--- config.mk ---
export PLATFORM = sky130hd
export DESIGN_NAME = alu_issue
export DESIGN_NICKNAME = d
export VERILOG_FILES = /design/src/rtl/alu_issue.sv
export SDC_FILE = /design/constraint.sdc
export NUM_CORES = 1
export LEC_CHECK = 0
export ABC_AREA = 1
export CELL_PAD_IN_SITES_DETAIL_PLACEMENT = 1
export CELL_PAD_IN_SITES_GLOBAL_PLACEMENT = 1
export CORE_UTILIZATION = 25
export CTS_BUF_LIST = sky130_fd_sc_hd__clkbuf_2 sky130_fd_sc_hd__clkbuf_4 sky130_fd_sc_hd__clkbuf_8
export DETAILED_ROUTE_END_ITERATION = 6
export GPL_ROUTABILITY_DRIVEN = 0
export HOLD_SLACK_MARGIN = 0.08
export PLACE_DENSITY_LB_ADDON = 0.1
export SYNTH_ARGS = -nofsm -noshare
export SYNTH_HDL_FRONTEND = slang
export SYNTH_SLANG_ARGS = --single-unit
--- constraint.sdc ---
create_clock -name clk -period 2.15 [get_ports clk]
set_input_delay 0.5375 -clock clk [delete_from_list [all_inputs] [get_ports clk]]
set_output_delay 0.5375 -clock clk [all_outputs]
set_load 0.03 [all_outputs]
--- src/rtl/alu_issue.sv ---
// alu_issue: MIPS ALU-operand issue stage.
// Decodes an instruction and its register-file operands into an ALU opcode,
// left/right operands and a writeback index. The result is registered behind
// a 2-entry skid buffer (main output register plus one skid register), so
// in_ready depends only on a flop and never on out_ready.
//
// Ports:
//   clk        rising-edge clock
//   rst_n      asynchronous active-low reset
//   in_valid   instr/rs_data/rt_data valid
//   in_ready   stage accepts input this cycle (= ~skid_full)
//   instr      MIPS instruction word
//   rs_data    register-file value of instr[25:21]
//   rt_data    register-file value of instr[20:16]
//   out_valid  ALU operands valid
//   out_ready  downstream consumes this cycle
//   alu_op     ALU operation code
//   lt, rt     ALU left/right operands
//   dest       writeback register index, 0 = no writeback
//   illegal    issued instruction was not decodable
//   issue_cnt  count of completed output transfers (wraps)
module alu_issue #(
  parameter int unsigned CNT_W = 16
) (
  input  logic             clk,
  input  logic             rst_n,
  input  logic             in_valid,
  output logic             in_ready,
  input  logic [31:0]      instr,
  input  logic [31:0]      rs_data,
  input  logic [31:0]      rt_data,
  output logic             out_valid,
  input  logic             out_ready,
  output logic [3:0]       alu_op,
  output logic [31:0]      lt,
  output logic [31:0]      rt,
  output logic [4:0]       dest,
  output logic             illegal,
  output logic [CNT_W-1:0] issue_cnt
);

  typedef enum logic [3:0] {
    ALU_AND = 4'b0000,
    ALU_OR  = 4'b0001,
    ALU_ADD = 4'b0010,
    ALU_SUB = 4'b0110,
    ALU_SLT = 4'b0111,
    ALU_NOR = 4'b1100
  } alu_op_e;

  typedef struct packed {
    logic [3:0]  op;
    logic [31:0] lt;
    logic [31:0] rt;
    logic [4:0]  dest;
    logic        ill;
  } issue_t;

  localparam logic [CNT_W-1:0] CNT_ONE = CNT_W'(1);

  logic [5:0]  opcode;
  logic [5:0]  funct;
  logic [15:0] imm;
  logic [31:0] imm_sext;
  logic [31:0] imm_zext;

  // rs index is implied by rs_data; the field itself is not needed here.
  logic unused_rs_idx;

  issue_t  dec;
  alu_op_e dec_op;
  logic    dec_legal;

  issue_t  main_q;
  issue_t  skid_q;
  logic    main_valid;
  logic    skid_full;
  logic [CNT_W-1:0] cnt_q;

  logic    xfer_in;
  logic    xfer_out;

  assign opcode        = instr[31:26];
  assign funct         = instr[5:0];
  assign imm           = instr[15:0];
  assign imm_sext      = {{16{imm[15]}}, imm};
  assign imm_zext      = {16'h0000, imm};
  assign unused_rs_idx = ^instr[25:21];

  always_comb begin
    dec       = '0;
    dec_op    = ALU_AND;
    dec_legal = 1'b1;
    unique case (opcode)
      6'b000000: begin
        dec.lt   = rs_data;
        dec.rt   = rt_data;
        dec.dest = instr[15:11];
        unique case (funct)
          6'b100000, 6'b100001: dec_op = ALU_ADD;
          6'b100010, 6'b100011: dec_op = ALU_SUB;
          6'b100100:            dec_op = ALU_AND;
          6'b100101:            dec_op = ALU_OR;
          6'b100111:            dec_op = ALU_NOR;
          6'b101010:            dec_op = ALU_SLT;
          default:              dec_legal = 1'b0;
        endcase
      end
      6'b001000, 6'b001001, 6'b100011: begin
        dec_op   = ALU_ADD;
        dec.lt   = rs_data;
        dec.rt   = imm_sext;
        dec.dest = instr[20:16];
      end
      6'b001010: begin
        dec_op   = ALU_SLT;
        dec.lt   = rs_data;
        dec.rt   = imm_sext;
        dec.dest = instr[20:16];
      end
      6'b101011: begin
        dec_op = ALU_ADD;
        dec.lt = rs_data;
        dec.rt = imm_sext;
      end
      6'b001100: begin
        dec_op   = ALU_AND;
        dec.lt   = rs_data;
        dec.rt   = imm_zext;
        dec.dest = instr[20:16];
      end
      6'b001101: begin
        dec_op   = ALU_OR;
        dec.lt   = rs_data;
        dec.rt   = imm_zext;
        dec.dest = instr[20:16];
      end
      6'b001111: begin
        dec_op   = ALU_OR;
        dec.rt   = {imm, 16'h0000};
        dec.dest = instr[20:16];
      end
      6'b000100: begin
        dec_op = ALU_SUB;
        dec.lt = rs_data;
        dec.rt = rt_data;
      end
      default: dec_legal = 1'b0;
    endcase
    dec.op = dec_op;
    if (!dec_legal) begin
      dec     = '0;
      dec.ill = 1'b1;
    end
  end

  assign in_ready = ~skid_full;
  assign xfer_in  = in_valid & in_ready;
  assign xfer_out = main_valid & out_ready;

  // While the skid holds an entry, in_ready is low, so the only possible
  // move is skid -> main on a drain; otherwise input lands in main when main
  // is empty or draining, and in the skid when main is stalled.
  always_ff @(posedge clk or negedge rst_n) begin
    if (!rst_n) begin
      main_q     <= '0;
      skid_q     <= '0;
      main_valid <= 1'b0;
      skid_full  <= 1'b0;
      cnt_q      <= '0;
    end else begin
      if (xfer_out) begin
        cnt_q <= cnt_q + CNT_ONE;
      end
      if (skid_full) begin
        if (xfer_out) begin
          main_q    <= skid_q;
          skid_full <= 1'b0;
        end
      end else if (xfer_in) begin
        if (!main_valid || xfer_out) begin
          main_q     <= dec;
          main_valid <= 1'b1;
        end else begin
          skid_q    <= dec;
          skid_full <= 1'b1;
        end
      end else if (xfer_out) begin
        main_valid <= 1'b0;
      end
    end
  end

  assign out_valid = main_valid;
  assign alu_op    = main_q.op;
  assign lt        = main_q.lt;
  assign rt        = main_q.rt;
  assign dest      = main_q.dest;
  assign illegal   = main_q.ill;
  assign issue_cnt = cnt_q;

endmodule

==> impl_metrics.tcl <==
set metrics [dict create \
    synth_top_flop_cell "dfrtp_1" \
    numCtsBuffers 17 \
    ant_nets 0 \
    fp.dieW_um 186 \
    critPathMaxFanout 2 \
    grtUsageTotal_pct 16.8 \
    dieArea_um2 34800 \
    antenna_cells 0 \
    rsz0062_at_grt "no" \
    final_common_cell "nand2_1" \
    reg2reg_depth 8 \
    synth_edf_count 0 \
    final_nets 1535 \
    ys_seq_area_share_pct 48.8 \
    ys_async_sr_fraction_pct 100 \
    pwr-share-clk_pct 19.2 \
    timing.rr.end "alu_op[1]" \
    clock_sinks 166 \
    hold_start "issue_cnt[15]" \
    path_buf_inv 1 \
    rr_startpoint "skid_full" \
    coreArea_um2 33500 \
    ios 192 \
    syn_nets 1323 \
    whs_ps 473 \
    tightest_slew_ps 408 \
    critPathTopFamily "buffers and inverters" \
    p_int_uw 6740 \
    syn-cell-area_um2 8510 \
    finalCritPeriodShare_pct 96.7 \
    slowest_stage "clkdlybuf4s50_1" \
    layout-drive-gt1-share_pct 8.64 \
    ys_ff_latch 166 \
    grt_pass1_wl_um 46400 \
    hold_path.class "flip-flop to flip-flop" \
    seq_power_share_pct 36.9 \
    first_pass_iters 5 \
    switching_power_uw 4730 \
    drc 0 \
    grt_overflow 0 \
    synthCells 1222 \
    worstHoldPathCells 1 \
    drt-initial-drc-count 309 \
    p_per_area_nw_per_um2 973 \
    rows 67 \
    hold_violations 0 \
    fillCellCount 4154 \
    drt-total-wl_um 27800 \
    setup_viol 0 \
    status "finished clean" \
    area_growth_pct 38.5 \
    htreeDepth 4 \
    antenna_found_initial 0 \
    crit_arrival_ps 1540 \
    multi_input_area_um2 3770 \
    cp_cell_sequence "clkdlybuf4s50_1" \
    min_to "issue_cnt[15]" \
    tritoncts "yes" \
    crit_path_max_incr_delay_ps 710 \
    mostFrequentLayoutCells "550 x nand2_1, 165 x dfrtp_1, 161 x nor2_1" \
    fin_skew_ps 11.7 \
    insertion_delay_ps 470 \
    place_area_um2 11400 \
    critical_path_class "flip-flop to primary output" \
    relSlewSlack_pct 72.8 \
    slew_viol_final 0 \
    die_height_um 186 \
    dp_hpwl_um 19400 \
    start_kind "flip-flop" \
    root_buffer "clkbuf_8" \
    via_per_inst 4.29 \
    synth_cell_types 27 \
    cts_buffer_depth 2 \
    grt_start_max_net_pins 59 \
    grt_pass1_vias 8567 \
    cp-end-kind "primary output" \
    maxCapViolCount 0 \
    fmax_mhz 481 \
    post-route-util_pct 35.1 \
    yosysWarnings 0 \
    clkTransAtPathRegs_ps 90 \
    required_ps 1610 \
    switching_share_pct 41.3 \
    cp.depth 1 \
    ir_worst_vdd_mv 0.475 \
    fin_crit_ps 2080 \
    r2r_slack_ps 490 \
    finalPower_uw 11500 \
    initial_core_util_pct 25.4 \
    design_area_um2 11800 \
    register_area_um2 4160 \
    numPortBuffers 186 \
    p_leak_uw 0.00632 \
    syn_area_per_cell_um2 6.96 \
    dr_total_vias 8119 \
    wl_per_cell_um 14.7 \
    comb_power_share_pct 43.9 \
]
==> sequential cells by signal (all words and copies together), names as in the netlist <==
name / flops
skid_q: 74
lt: 32
rt: 32
issue_cnt: 16
dest: 5
alu_op: 4
illegal: 1
out_valid: 1
skid_full: 1
==> layout make-up <==
type                       count  share of cell area [%]
sequential                   166                    35.3
multi-input combinational    906                    32.0
timing repair buffer         259                    22.2
tap                          448                    4.76
inverter                      84                    2.74
clock buffer                  22                    2.41
clock inverter                 9                   0.669
==> through the flow <==
step | worst slack, ps | instances | TNS, ps
after floorplan | 259 | 1222 | 0
after global placement | -292 | 1862 | -33040
after detailed placement | -337 | 1862 | -36350
after CTS | 0.911 | 1894 | 0
after global routing | 1.35 | 1894 | 0
final | 71.5 | 1894 | 0
==> synth_stat cells (2+ instances only) <==
cell      number  share of area, %
nor2_1       162               7.1
buf_4          8              0.71
nand2_1      551                24
inv_2          3              0.13
nand2_2        3              0.22
dfrtp_1      166                49
xor2_1         7              0.72
buf_2          8              0.47
o21ai_1       33               1.9
o21ai_0       70               4.1
nand3_2        2              0.24
xnor2_1        8              0.82
inv_1         80               3.5
clkbuf_1      44               1.9
buf_1          6              0.26
nor2_2         4              0.29
a21oi_1       38               2.2
nand3_1       20               1.2
==> power by group through the flow <==
stage,clock network (uW),logic (uW),registers [uW]
final,2200,5040,4230
after global routing,2420,5520,4340
after CTS,2340,5150,4260
after detailed placement,0,5190,4310
after global placement,0,5150,4310
after floorplan,0,1620,5500
==> worst max path at each step <==
stage                     slack (ps)        end      start
after global routing               1      rt[6]      rt[6]
after CTS                        0.9    illegal    illegal
final                             70  alu_op[3]  alu_op[3]
after floorplan                  260   in_ready  skid_full
after global placement          -290     lt[23]   instr[5]
after detailed placement        -340      rt[5]   instr[5]
==> logic make-up (layout without fill, tap and decap cells) <==
group | after synthesis | in the layout | synth area share, %
simple gates | 748 | 748 | 34.0
xor+xnor | 15 | 15 | 1.54
buf+inv | 150 | 374 | 7.09
compound gates | 142 | 142 | 8.38
fa+ha+maj | 1 | 1 | 0.147
flops | 166 | 166 | 48.8
==> metal layers <==
| metal | share of wire (%) | track usage [%] | routed length (um) | vias up |
|---|---|---|---|---|
| met1 | 48 | 22.5 | 13400 | 3849 |
| li1 | - | - | - | 4144 |
| met2 | 47 | 27.8 | 13100 | 114 |
| met4 | 1.1 | 4.57 | 293 | 0 |
| met3 | 3.6 | 3.14 | 995 | 12 |
| met5 | 0 | 0 | 0 | - |
==> worst register-to-register path: stages (launching register included) <==
cell	delay, ps
dfrtp_2	520
nand2_1	100
o21ai_0	100
nor2_1	250
inv_4	130
buf_4	180
a21oi_1	100
o21ai_0	120
nand2_1	90
==> repair_timing <==
item	in CTS	in global routing
buffers inserted	0	0
gates cloned	0	0
endpoints found under the setup margin	20	11
endpoints found under the hold margin	31	0
gates resized for setup	21	11
hold buffers	1	0
(Power assumes the default switching activity.)
==> RTL edit 1: new RTL, same flow settings <==
Set the parameter `CNT_W` to 24 (it was 16).
--- a/src/rtl/alu_issue.sv
+++ b/src/rtl/alu_issue.sv
@@ -20,7 +20,7 @@
 //   illegal    issued instruction was not decodable
 //   issue_cnt  count of completed output transfers (wraps)
 module alu_issue #(
-  parameter int unsigned CNT_W = 16
+  parameter int unsigned CNT_W = 24
 ) (
   input  logic             clk,
   input  logic             rst_n,
Ports: changed (resized issue_cnt); port bits go from 192 to 200. The function was not compared with the original's and may differ.
==> RTL edit 1 against the original RTL <==
Power rose by 3.2%. Die area grew 4.7%. Wire length rose by 6.3%. Setup slack worse by 16 ps. Sequential cell count increased by 8. Non-clock buffer count increased by 18. Cell area grew 5.1%. Register-to-register slack worse by 80 ps. Maximum frequency down 0.77%. Count of clock-buffer cells in the layout rose by 2. Area after synthesis up 4.8%. Combinational power barely moved. Largest cell class unchanged.
==> RTL edit 1: results (changes against the original RTL) <==
pre-CTS setup slack=-348 ps (-10.7 ps); DR WL met3=1300 µm (+31%); worst reg2reg setup slack=410 ps (-80 ps); Crit path arrival time=1560 ps (+20 ps); Leak=6.73 nW (+6.4%); M3 GR Usage=3.61% (+0.47 points); met2 Use GR=28.0% (+0.24 points); worst skew pair latency=510 ps (+40 ps); crit path to=issue_cnt[23]; largest cells by area after synthesis=dfrtp_1, nand2_1, nor2_1, inv_1, o21ai_1; filler instances=4337 (+4.4%); First-pass DRT Iterations=4 (-1); hold wc startpoint=lt[24]; Unique masters post-synth=29 (+7.4%); Seq pwr share=37.2% (+0.3 points); Synth top cells by count=nand2_1, dfrtp_1, nor2_1, inv_1, o21ai_1; placed cell count=1934 (+3.9%); number of global-route vias before repair=9002 (+5.1%); Clk network pwr share=20.2% (+1.0 points); average vias per placed instance=4.33 (+0.91%); syn_nets=1372 (+3.7%); sequential area share after synthesis=48.9% (about the same); WL met1=13900 µm (+4.1%); outcome=finished, final reports clean; Reg2Reg Depth=10 (+2); WL/cell=15.0 µm (+2.3%); CP startpoint=issue_cnt[23]; Hold Crit Endpoint=lt[24]; layout cell share with drive strength beyond 1=9.19% (+0.54 points); hold path depth=2 (+1); count of input and output buffers=194 (+4.3%); GR Util All Layers=16.8% (about the same); placed standard-cell area=12000 µm² (+5.0%); largest net degree at the start of global routing=80 (+36%); post-synthesis xor/xnor area fraction=2.16% (+0.62 points); clk pwr=2.39 mW (+9%); compound-gate portion of the synthesized area=7.20% (-1.2 points); Avg Cell Area, Syn=7.01 µm² (+0.73%); crit-path max cell delay=680 ps (-30 ps); NetSw=4.90 mW (+3.4%); met2 WL=13900 µm (+6.4%); WHS=482 ps (+9.04 ps); first-pass GRT wire length=47800 µm (+3.0%)
RTL edit 1: cell count changes in the layout (fill, tap and decap cells not counted), sizes merged, moves of 4 or more:
cell,change
buf,+8
clkbuf,+4
clkdlybuf4s50,-13
dfrtp,+8
dlygate4sd2,+20
nand2,+25
nand3,+9
nand4,+6
o21ai,-16
xor2,+5
RTL edit 1: timing repair:
| action | in CTS | in global routing |
|---|---|---|
| setup endpoints to repair | 39 | 17 |
| gates cloned | 0 | 1 |
| hold buffers | 1 | 0 |
| buffers inserted | 0 | 0 |
| gates resized for setup | 39 | 14 |
| endpoints found under the hold margin | 36 | 0 |
RTL edit 1: cell type report:
class                   instances  area (µm²)  area share, %
multi-input cells             946        3970           32.1
clock inverters                 8        81.3          0.657
repair buffers                277        2780           22.4
inverters                      84         320           2.59
well taps                     455         569           4.60
clock buffers                  24         312           2.52
flip-flops and latches        174        4360           35.2
==> RTL edit 2: new RTL, same flow settings <==
Without the edit above. Make the reset (`rst_n`) synchronous in one clocked block. Comments in the files are not updated.
--- a/src/rtl/alu_issue.sv
+++ b/src/rtl/alu_issue.sv
@@ -161,7 +161,7 @@
   // While the skid holds an entry, in_ready is low, so the only possible
   // move is skid -> main on a drain; otherwise input lands in main when main
   // is empty or draining, and in the skid when main is stalled.
-  always_ff @(posedge clk or negedge rst_n) begin
+  always_ff @(posedge clk) begin
     if (!rst_n) begin
       main_q     <= '0;
       skid_q     <= '0;
Formal check against the unedited RTL: differs if rst_n is asserted again (counterexample within 4 cycles, from zero or initial values and one cycle with rst_n low); with rst_n held inactive, the same outputs for 4 cycles.
==> RTL edit 2 against the original RTL <==
Setup slack gained 1.2 ps. Cell area down 2.4%. Via count grew 6.8%. Sequential cell count is the same. Area after synthesis down 4.1%. Wire length is 2.3% higher. Count of clock-buffer cells in the layout decreased by 1. Largest cell class is now multi-input combinational cells.
Power is not compared: it rests on default switching activity, and its combinational part moved more than twofold at a synthesized area within 25%.
==> RTL edit 2: results (changes against the original RTL) <==
CTS resizes=18 (-14%); compound-gate portion of the synthesized area=17.3% (+8.9 points); hold wc startpoint=rst_n; post-synthesis async set-or-reset flop share=0% (-100 points); filler instances=3990 (-3.9%); crit path to=rt[11]; GR Util All Layers=17.5% (+0.63 points); via count=8669 (+6.8%); Hold Crit Endpoint=dest[1]; ys flop type=dfxtp_1; Max transition margin=68.6% (-4.2 points); worst skew pair latency=490 ps (+20 ps); nonclk buf count=268 (+3.5%); pre-CTS setup slack=-445 ps (-107 ps); outcome=finished, final reports clean; Peak VDD IR=between 0.0003 and 0.0004 V; worst r2r dst=issue_cnt[11]; WL/cell=14.6 µm (-0.40%); layout cell share with drive strength beyond 1=9.68% (+1.0 points); RR Startpoint=issue_cnt[0]; post-synth top area share=40.7% (-8.1 points); Unique masters post-synth=29 (+7.4%); met1 Use GR=21.8% (-0.63 points); CP startpoint=rt[11]; ClkCell Share=3.70% (+0.62 points); hold path depth=3 (+2); M3 GR Usage=4.97% (+1.8 points); fraction of area in multi-input gates=35.7% (+3.7 points); ANT cells=2 (+2); First-pass DRT Iterations=4 (-1); number of global-route vias before repair=8555 (-0.14%); Synth top cells by count=nand2_1, nor2_1, a21oi_1, dfxtp_1, o21ai_0; clock skew=10.2 ps (-1.56 ps); largest cells by area after synthesis=dfxtp_1, nand2_1, a21oi_1, nor2_1, o21ai_0; Hold/Removal Path Class=input pin to flip-flop; fin worst setup slack=72.8 ps (+1.25 ps); HPWL after detailed placement=19900 µm (+2.5%); crit-path max cell delay=690 ps (-20 ps); syn_nets=1391 (+5.1%); # nets final=1596 (+4.0%); post-synthesis xor/xnor area fraction=0.322% (-1.2 points); Overall Power=roughly 7 mW; first-pass GRT wire length=45600 µm (-1.8%); CLK BUF=21 (-4.5%); drt first-iter violations=358 (+16%); Inverters=101 (+20%); met2 Use GR=29.2% (+1.4 points); non-clk buf share=23.6% (+1.4 points); comb_multi_in=941 (+3.9%); largest net degree at the start of global routing=95 (+61%); sequential area share after synthesis=40.7% (-8.1 points)
## RTL edit 2: changes by cell type in the layout (fill, tap and decap cells not counted), moves of 16 or more
cell            before  now
a21oi_1             38  166
dfrtp_1            165    0
o21ai_0             70  106
inv_1               79   97
dlymetal6s2s_1       9   25
nand2_1            550  390
dfxtp_1              0  166
o21ai_1             32    0
nor2_1             161  195
## RTL edit 2: metal layers
layer  routed length, µm  part of all wire (%)
met1               13500                    47
met2               13200                    46
met3                1400                   4.9
met4                 329                   1.2
met5                  11                 0.039
## RTL edit 2: metrics by stage
| step | instance area, µm² | TNS, ps | std cells | hold WS (ps) |
|---|---|---|---|---|
| floorplan | 8160 | 0 | 1290 | 436 |
| global placement | 11000 | -46750 | 1911 | 448 |
| detailed placement | 11000 | -51450 | 1911 | 456 |
| CTS | 11400 | 0 | 1943 | 415 |
| global route | 11500 | 0 | 1943 | 430 |
| finish | 11500 | 0 | 1945 | 439 |
